`src/rtl/column_approx_mult_pipe_if.sv`:
```
// Streaming handshake bundle for the column-truncated approximate multiplier.
// The master drives operands and the downstream ready; the slave returns results.
interface column_approx_mult_pipe_if #(
  parameter int WIDTH = 8
);
  localparam int TW = $clog2(2*WIDTH);

  logic               in_valid;
  logic               in_ready;
  logic [WIDTH-1:0]   x;
  logic [WIDTH-1:0]   y;
  logic [TW-1:0]      theta;
  logic               out_valid;
  logic               out_ready;
  logic [2*WIDTH-1:0] z;
  logic [15:0]        out_count;

  modport master (
    output in_valid, x, y, theta, out_ready,
    input  in_ready, out_valid, z, out_count
  );

  modport slave (
    input  in_valid, x, y, theta, out_ready,
    output in_ready, out_valid, z, out_count
  );
endinterface

```
`src/rtl/column_approx_mult_pipe.sv`:
```
// Three-stage column-truncated approximate unsigned multiplier with valid/ready flow control.
// Partial-product bits in columns below theta are dropped; optional 2^(theta-1) compensation.
module column_approx_mult_pipe #(
  parameter int WIDTH   = 8,
  parameter bit COMP_EN = 1'b1
) (
  input logic                 clk,
  input logic                 rst,
  column_approx_mult_pipe_if.slave bus
);
  localparam int TW   = $clog2(2*WIDTH);
  localparam int SW   = 2*WIDTH + 1;
  localparam int HALF = WIDTH / 2;

  logic en;

  logic             v1;
  logic [WIDTH-1:0] x1;
  logic [WIDTH-1:0] y1;
  logic [TW-1:0]    th1;

  logic             v2;
  logic [SW-1:0]    sum0;
  logic [SW-1:0]    sum1;
  logic [TW-1:0]    th2;

  logic               out_valid_r;
  logic [2*WIDTH-1:0] z_r;
  logic [15:0]        count_r;

  logic [SW-1:0]      sum0_c;
  logic [SW-1:0]      sum1_c;
  logic [SW-1:0]      comp_c;
  logic [SW-1:0]      total_c;
  logic [2*WIDTH-1:0] z_c;

  // One enable for every stage: the pipe only moves when the output slot frees up.
  assign en            = ~out_valid_r | bus.out_ready;
  assign bus.in_ready  = en;
  assign bus.out_valid = out_valid_r;
  assign bus.z         = z_r;
  assign bus.out_count = count_r;

  always_comb begin
    logic [SW-1:0] row;
    sum0_c = '0;
    sum1_c = '0;
    row    = '0;
    for (int i = 0; i < WIDTH; i++) begin
      row = '0;
      for (int k = 0; k < WIDTH; k++) begin
        if ((k + i) >= int'(th1)) begin
          row[k+i] = x1[k] & y1[i];
        end
      end
      if (i < HALF) begin
        sum0_c = sum0_c + row;
      end else begin
        sum1_c = sum1_c + row;
      end
    end
  end

  always_comb begin
    comp_c = '0;
    if (COMP_EN && (th2 != '0)) begin
      comp_c[th2 - 1'b1] = 1'b1;
    end
    total_c = sum0 + sum1 + comp_c;
    z_c     = total_c[SW-1] ? '1 : total_c[2*WIDTH-1:0];
  end

  always_ff @(posedge clk or posedge rst) begin
    if (rst) begin
      v1          <= 1'b0;
      x1          <= '0;
      y1          <= '0;
      th1         <= '0;
      v2          <= 1'b0;
      sum0        <= '0;
      sum1        <= '0;
      th2         <= '0;
      out_valid_r <= 1'b0;
      z_r         <= '0;
      count_r     <= '0;
    end else begin
      if (en) begin
        v1          <= bus.in_valid;
        x1          <= bus.x;
        y1          <= bus.y;
        th1         <= bus.theta;
        v2          <= v1;
        sum0        <= sum0_c;
        sum1        <= sum1_c;
        th2         <= th1;
        out_valid_r <= v2;
        z_r         <= z_c;
      end
      if (out_valid_r && bus.out_ready) begin
        count_r <= count_r + 16'd1;
      end
    end
  end
endmodule

```
`src/flat_wrapper.sv`:
```
// flat-port wrapper written by rule: the top's interface ports become plain ports
module column_approx_mult_pipe_flat 
#(
  parameter int WIDTH   = 8,
  parameter bit COMP_EN = 1'b1
)
  (clk, rst, bus_in_valid, bus_x, bus_y, bus_theta, bus_out_ready, bus_in_ready, bus_out_valid, bus_z, bus_out_count);
  column_approx_mult_pipe_if #(.WIDTH(WIDTH)) bus_i ();
  input logic clk;
  input logic rst;
  input wire logic [$bits(bus_i.in_valid)-1:0] bus_in_valid;
  input wire logic [$bits(bus_i.x)-1:0] bus_x;
  input wire logic [$bits(bus_i.y)-1:0] bus_y;
  input wire logic [$bits(bus_i.theta)-1:0] bus_theta;
  input wire logic [$bits(bus_i.out_ready)-1:0] bus_out_ready;
  output wire logic [$bits(bus_i.in_ready)-1:0] bus_in_ready;
  output wire logic [$bits(bus_i.out_valid)-1:0] bus_out_valid;
  output wire logic [$bits(bus_i.z)-1:0] bus_z;
  output wire logic [$bits(bus_i.out_count)-1:0] bus_out_count;
  assign bus_i.in_valid = bus_in_valid;
  assign bus_i.x = bus_x;
  assign bus_i.y = bus_y;
  assign bus_i.theta = bus_theta;
  assign bus_i.out_ready = bus_out_ready;
  assign bus_in_ready = bus_i.in_ready;
  assign bus_out_valid = bus_i.out_valid;
  assign bus_z = bus_i.z;
  assign bus_out_count = bus_i.out_count;
  column_approx_mult_pipe #(.WIDTH(WIDTH), .COMP_EN(COMP_EN)) u_core (.clk(clk), .rst(rst), .bus(bus_i));
endmodule
```
`config.mk`:
```
export PLATFORM = sky130hd
export DESIGN_NAME = column_approx_mult_pipe_flat
export DESIGN_NICKNAME = d
export VERILOG_FILES = /design/src/rtl/column_approx_mult_pipe_if.sv /design/src/rtl/column_approx_mult_pipe.sv /design/src/flat_wrapper.sv
export SDC_FILE = /design/constraint.sdc
export NUM_CORES = 1
export LEC_CHECK = 0
export BUFFER_PORTS_ARGS = -buffer_cell sky130_fd_sc_hd__buf_2
export CORE_ASPECT_RATIO = 2
export CORE_MARGIN = 3
export CORE_UTILIZATION = 55
export CTS_CLUSTER_SIZE = 10
export DETAILED_ROUTE_END_ITERATION = 8
export PLACE_DENSITY = 0.88
export SETUP_SLACK_MARGIN = 0.5
export SLEW_MARGIN = 15
export SYNTH_ARGS = -nofsm -noshare
export SYNTH_HDL_FRONTEND = slang
export SYNTH_SLANG_ARGS = --single-unit
```
`constraint.sdc`:
```
create_clock -name clk -period 3.8 [get_ports clk]
set_input_delay 0.19 -clock clk [delete_from_list [all_inputs] [get_ports clk]]
set_output_delay 0.19 -clock clk [all_outputs]
set_load 0.01 [all_outputs]
```
# Word level (Yosys, flattened, before mapping)
# Index checks and enable logic that the tools add are counted.
[op_classes]
addsub = 10
magnitude_cmp = 17
muxes = 68
n_bitwise = 66
reduce_logical = 3
[op_table]
columns = ["cell", "n"]
rows = [
  ["1-bit 2-to-1 mux", 65],
  ["1-bit bitwise AND", 64],
  ["16-bit 2-to-1 mux", 2],
  ["4-bit greater-or-equal comparator (first input constant)", 7],
  ["17-bit by 10-bit adder with 17-bit output", 1],
  ["17-bit by 11-bit adder with 17-bit output", 1],
  ["17-bit by 14-bit adder with 17-bit output", 1],
  ["17-bit by 15-bit adder with 17-bit output", 1],
  ["17-bit by 16-bit adder with 17-bit output", 1],
  ["17-bit adder", 1],
  ["16-bit by 1-bit adder with 16-bit output (second input constant)", 1],
  ["3-bit by 4-bit greater-or-equal comparator with 1-bit output (first input constant)", 4],
  ["12-bit by 13-bit adder with 14-bit output", 1],
  ["8-bit by 9-bit adder with 10-bit output", 1],
  ["1-bit by 4-bit greater-or-equal comparator with 1-bit output (first input constant)", 2],
  ["2-bit by 4-bit greater-or-equal comparator with 1-bit output (first input constant)", 2],
  ["4-bit by 6-bit < comparator with 1-bit output (second input constant)", 1],
  ["1-bit demux with 4-bit select", 1],
  ["4-bit by 1-bit greater-or-equal comparator with 1-bit output (second input constant)", 1],
  ["4-bit nonzero test", 1],
  ["4-bit by 1-bit subtractor with 4-bit output (second input constant)", 1],
  ["1-bit logical AND", 2],
  ["1-bit NOT", 1],
  ["1-bit bitwise OR", 1],
]
[word_totals]
reg_bits = 93

# Depth between registers and ports, before layout
[depth]
ltp_word = 8
depth_mapped = 19
depth_no_buf = 18

# Worst setup path after synthesis
# No wires, ideal clock.
[synth_path]
kind = "register -> register"
start = "register u_core.th1[1]"
end = "register u_core.sum0[11]"
setup_time_ps = 129
t_arrival_ps = 3973
required_ps = 3671
setup_slack_ps = -302
path_stages_with_launch = 18
n_path_buf = 1
synth_period_minus_slack_ps = 4102
path_cell_list = "dfrtp_1 > clkbuf_1 > a211oi_1 > and3_1 > inv_1 > fa_1 > nor2b_1 > o21ai_0 > a21boi_0 > o21ai_0 > a21boi_0 > nor2_1 > fa_1 > ha_1 > a21boi_0 > o21a_1 > o21a_1 > o41a_1"
[synth_via]
elab_chain_len = 5
[synth_rtl]
columns = ["item", "line_no", "text"]
rows = [
  ["start: declaration", "column_approx_mult_pipe.sv:20", "logic [TW-1:0] th1;"],
  ["start signal: assignment", "column_approx_mult_pipe.sv:91", "th1 <= bus.theta;"],
  ["1-bit by 4-bit greater-or-equal comparator with 1-bit output, or another cell as far along", "column_approx_mult_pipe.sv:52", "if ((k + i) >= int'(th1)) begin"],
  ["1-bit 2-to-1 mux", "column_approx_mult_pipe.sv:52", ""],
  ["8-bit by 9-bit adder with 10-bit output", "column_approx_mult_pipe.sv:57", "sum0_c = sum0_c + row;"],
  ["17-bit by 10-bit adder with 17-bit output", "column_approx_mult_pipe.sv:57", ""],
  ["17-bit by 11-bit adder with 17-bit output *", "column_approx_mult_pipe.sv:57", ""],
  ["end signal: assignment", "column_approx_mult_pipe.sv:93", "sum0 <= sum0_c;"],
  ["end: declaration", "column_approx_mult_pipe.sv:23", "logic [SW-1:0] sum0;"],
]
# Every way passes the cells marked *; elsewhere a longest branch is shown, timed or not.
# A chain may end at the register's enable or synchronous reset.

# Worst setup path after layout
[layout_path]
start = "register u_core.th1[3]"
end = "register u_core.sum0[11]"
# The elaborated chain is that of the path after synthesis.

==> run_results.csv <==
group,metric,value,unit
run_status,violations,"setup timing",
power_and_ir_drop,powerDensity,729.2,nW/um^2
logic_synthesis,yosysWarnings,0,
sta,worst_pin_slew,0.9191,ns
die,rows,54,
die,die_area,12870,um^2
logic_synthesis,syn_inst,708,
power_and_ir_drop,power.switching,2622,uW
critical_path,cp_max_fo,15,
grt,grt-ovfl-total,0,
cts,hold_buffers,0,
sta,timing.final.crit_period,4.000,ns
sta,drv_slew,0,
sta,slew_headroom,38.66,%
die,chipHeight,157.4,um
grt,grt_usage,29.38,%
cts,htreeDepth,3,
place,hpwlAfterDp,12.72,mm
cts,insertion_delay,0.35,ns
cts,cts.clk_slew.worst_paths,0.07,ns
die,coreArea,11080,um^2
cts,numCtsBuffers,9,
layout,syn2layout_area_growth,27.14,%
logic_synthesis,syn-cell-area,6307,um^2
sta,finalHoldViolations,0,
place,place_ws,-0.1868,ns
layout,nNetsFinal,927,
sta,worst_slack,-0.2002,ns
place,placed_cells,926,
detailed_routing,vias_per_cell,5.962,
grt,antenna_found_initial,0,
detailed_routing,wl_per_cell,18.92,um
sta,fin_crit_sh,105.3,%
power_and_ir_drop,seqPwrFrac,26.0,%
logic_synthesis,async_flop_share,100.0,%
logic_synthesis,ys_seq_area_share,32.93,%
die,fp.dieW,81.72,um
sta,clock.fmax,250.0,MHz
place,place.gp.congestion,0.9614,
power_and_ir_drop,leakagePower,0.004067,uW
detailed_routing,wirelength,18.26,mm
layout,final_area,8019,um^2
detailed_routing,ant_nets,0,
power_and_ir_drop,clkPwrFrac,15.4,%
place,placed_cell_area,7224,um^2
logic_synthesis,netlist_top_cells_area,"dfrtp_1 33%, ha_1 11%, fa_1 8.6%, nand2_1 7.6%, xnor2_1 3.3%",
run,cap_violations,0,
power_and_ir_drop,swShare,44.84,%
sta,fin_setup_tns,-0.6045,ns
logic_synthesis,synth_top_area_cell,"dfrtp_1",
logic_synthesis,synth_edf_count,0,
grt,grt_pass1_wl,28.89,mm
power_and_ir_drop,pwr-share-comb,58.7,%
detailed_routing,drt_first_pass_iters,5,
die,pin_count,58,
critical_path,start_kind,"flip-flop",
sta,setup_viol,4,
cts,cts_root_buf,"clkbuf_16",
hold_path,hp-class,"in -> async",
sta,finalClockSkew,0.01235,ns
sta,rsz0062_at_grt,"yes",
critical_path,critical_path_class,"reg -> reg",
logic_synthesis,synth.distinct_cells,56,
logic_synthesis,synth_ff_type,"dfrtp_1",
detailed_routing,route.detailed.drc,0,
detailed_routing,via_count,5753,
cts,clkSinkCount,83,
critical_path,arrival,4.22,ns
power_and_ir_drop,vdd_ir_drop_max,328.4,uV
logic_synthesis,synth_top_area_share,32.93,%
run_status,status,"complete, but fails checks",
layout,utilization,72.37,%
grt,grt_max_degree,56,
critical_path,crit_required,4.02,ns
place,io_buffers,57,
logic_synthesis,postSynthAreaPerCell,8.909,um^2
cts,clockBufferDepth,2,
critical_path,crit_path_end_kind,"flip-flop",
layout,fin_cells,965,
logic_synthesis,synth_fp_nets,815,
power_and_ir_drop,p_int,3225,uW
detailed_routing,drtIter0Drc,310,
logic_synthesis,ys_ff_latch,83,
cts,tritoncts,"done",
die,initial_core_util,56.92,%
grt,grt_pass1_vias,6109,
layout,n_antenna_cell,0,
layout,drive_gt1_share,29.70,%
-- cell families after synthesis --
kind of cell / after synthesis / synth area share, %
and+or+nand+nor: 299 / 22.18
AOI/OAI and AO/OA: 120 / 13.79
adders and majority gates: 83 / 19.68
DFF: 83 / 32.93
buffers and inverters: 76 / 4.820
xor gates and xnor gates: 42 / 5.832
muxes: 4 / 0.7141
other: 1 / 0.05945
-- worst max-delay path: stages (launching register included) --
cell and delay, ns:
dfrtp_1 0.40, buf_12 0.16, a211oi_4 0.21, and3_4 0.24
inv_1 0.07, fa_2 0.40, nor2b_1 0.17, o21ai_2 0.08
a21boi_2 0.18, nor2_1 0.09, fa_1 0.53, ha_4 0.21
nor2b_1 0.14, o21ai_2 0.18, a21boi_2 0.10, o21a_1 0.20
o21a_1 0.19, o41a_1 0.31
-- state kept, by name, indices dropped and copies added, names as in the netlist --
register              flops
u_core.sum0              12
u_core.bus.out_count     16
u_core.v2                 1
u_core.bus.out_valid      1
u_core.v1                 1
u_core.bus.z             16
u_core.sum1              12
u_core.th2                4
u_core.y1                 8
u_core.x1                 8
u_core.th1                4
-- through the flow --
| stage | hold slack (ns) | power [uW] |
|---|---|---|
| 4_1_cts | 0.02524 | 5596 |
| 3_5_place_dp | 0.3911 | 4474 |
| 3_3_place_gp | 0.3856 | 4333 |
| 2_1_floorplan | 0.3024 | 3616 |
| 6_report | 0.005637 | 5847 |
| 5_1_grt | 0.04360 | 6256 |
-- power by group through the flow --
stage,clock network (uW),logic [uW],registers [uW]
floorplan,0,2150,1460
global placement,0,2840,1500
detailed placement,0,2960,1520
CTS,901,3200,1500
global route,944,3770,1550
finish,898,3430,1520
-- worst paths after layout --
| check | from | end | slack [ns] | cells past startpoint |
|---|---|---|---|---|
| setup / recovery | u_core.th1[3] | u_core.sum0[11] | -0.20 | 17 |
| setup reg to reg | u_core.th1[3] | u_core.sum0[11] | -0.20 | 17 |
| max in group asynchronous | rst | u_core.bus.z[12] | 2.88 | 3 |
| hold reg to reg | u_core.v2 | u_core.bus.out_valid | 0.46 | 1 |
| min in group clk | bus_x[1] | u_core.x1[1] | 0.03 | 3 |
| hold / removal | rst | u_core.bus.out_valid | 0.006 | 2 |
-- placed cells by master, fill, tap and decap left out, types with 4 or more instances in the layout --
master | Yosys | final
a21oi_1 | 23 | 16
o21ai_0 | 23 | 10
and3_1 | 31 | 26
fa_2 | 0 | 5
nor2b_1 | 12 | 5
a211oi_1 | 5 | 4
dfrtp_1 | 83 | 77
nor2b_4 | 0 | 4
xor2_1 | 18 | 17
o22a_1 | 16 | 16
inv_1 | 49 | 44
a21o_1 | 13 | 13
o21ai_2 | 0 | 6
nand4_1 | 4 | 4
dfrtp_2 | 0 | 6
inv_2 | 1 | 5
a21boi_2 | 0 | 5
ha_4 | 0 | 12
nor3b_1 | 5 | 4
and3_4 | 1 | 5
nand2_1 | 127 | 126
buf_2 | 0 | 58
and2_1 | 8 | 8
nand3_1 | 32 | 28
nor3_1 | 15 | 12
o21ai_1 | 1 | 8
nor2_1 | 47 | 44
xnor2_1 | 24 | 23
clkbuf_16 | 0 | 9
a21oi_2 | 1 | 7
fa_1 | 27 | 22
buf_4 | 3 | 65
ha_1 | 56 | 41
o21a_1 | 6 | 6
-- synth_stat cells (all sizes together), types with 3 or more instances --
master	count
o22a	16
a21boi	8
o21a	6
nand2b	8
nor3b	5
clkbuf	20
a21o	13
o21ai	24
nor3	15
buf	6
and3	32
and2	8
nand4	4
a221oi	3
inv	50
o31ai	5
ha	56
o41a	3
a21oi	24
nor2b	12
nand3	32
nand2	127
mux2i	3
a211oi	5
nor2	47
xnor2	24
dfrtp	83
xor2	18
fa	27
-- metal layers --
layer	track usage [%]	vias up	share of wire (%)
met5	0	-	0
li1	-	2635	-
met1	27.22	2779	32
met3	3.780	105	3.7
met2	55.50	234	56
met4	21.32	0	8.6
-- final cells by class --
type / instances / area, um^2
repair buffers: 127 / 832.0
clock inverters: 7 / 81.33
flip-flops and latches: 83 / 2085
fillers: 772 / 3062
well taps: 140 / 175.2
inverters: 50 / 188.9
multi-input cells: 549 / 4432
clock buffers: 9 / 225.2
-- what timing repair did --
action	4_1_cts	5_1_grt
setup endpoints to repair	30	32
setup buffers	16	6
resized for setup	43	34
hold endpoints to repair	0	0
pin swaps	14	13
gates cloned	1	0
Note: power is estimated with default switching activity, not from simulation.
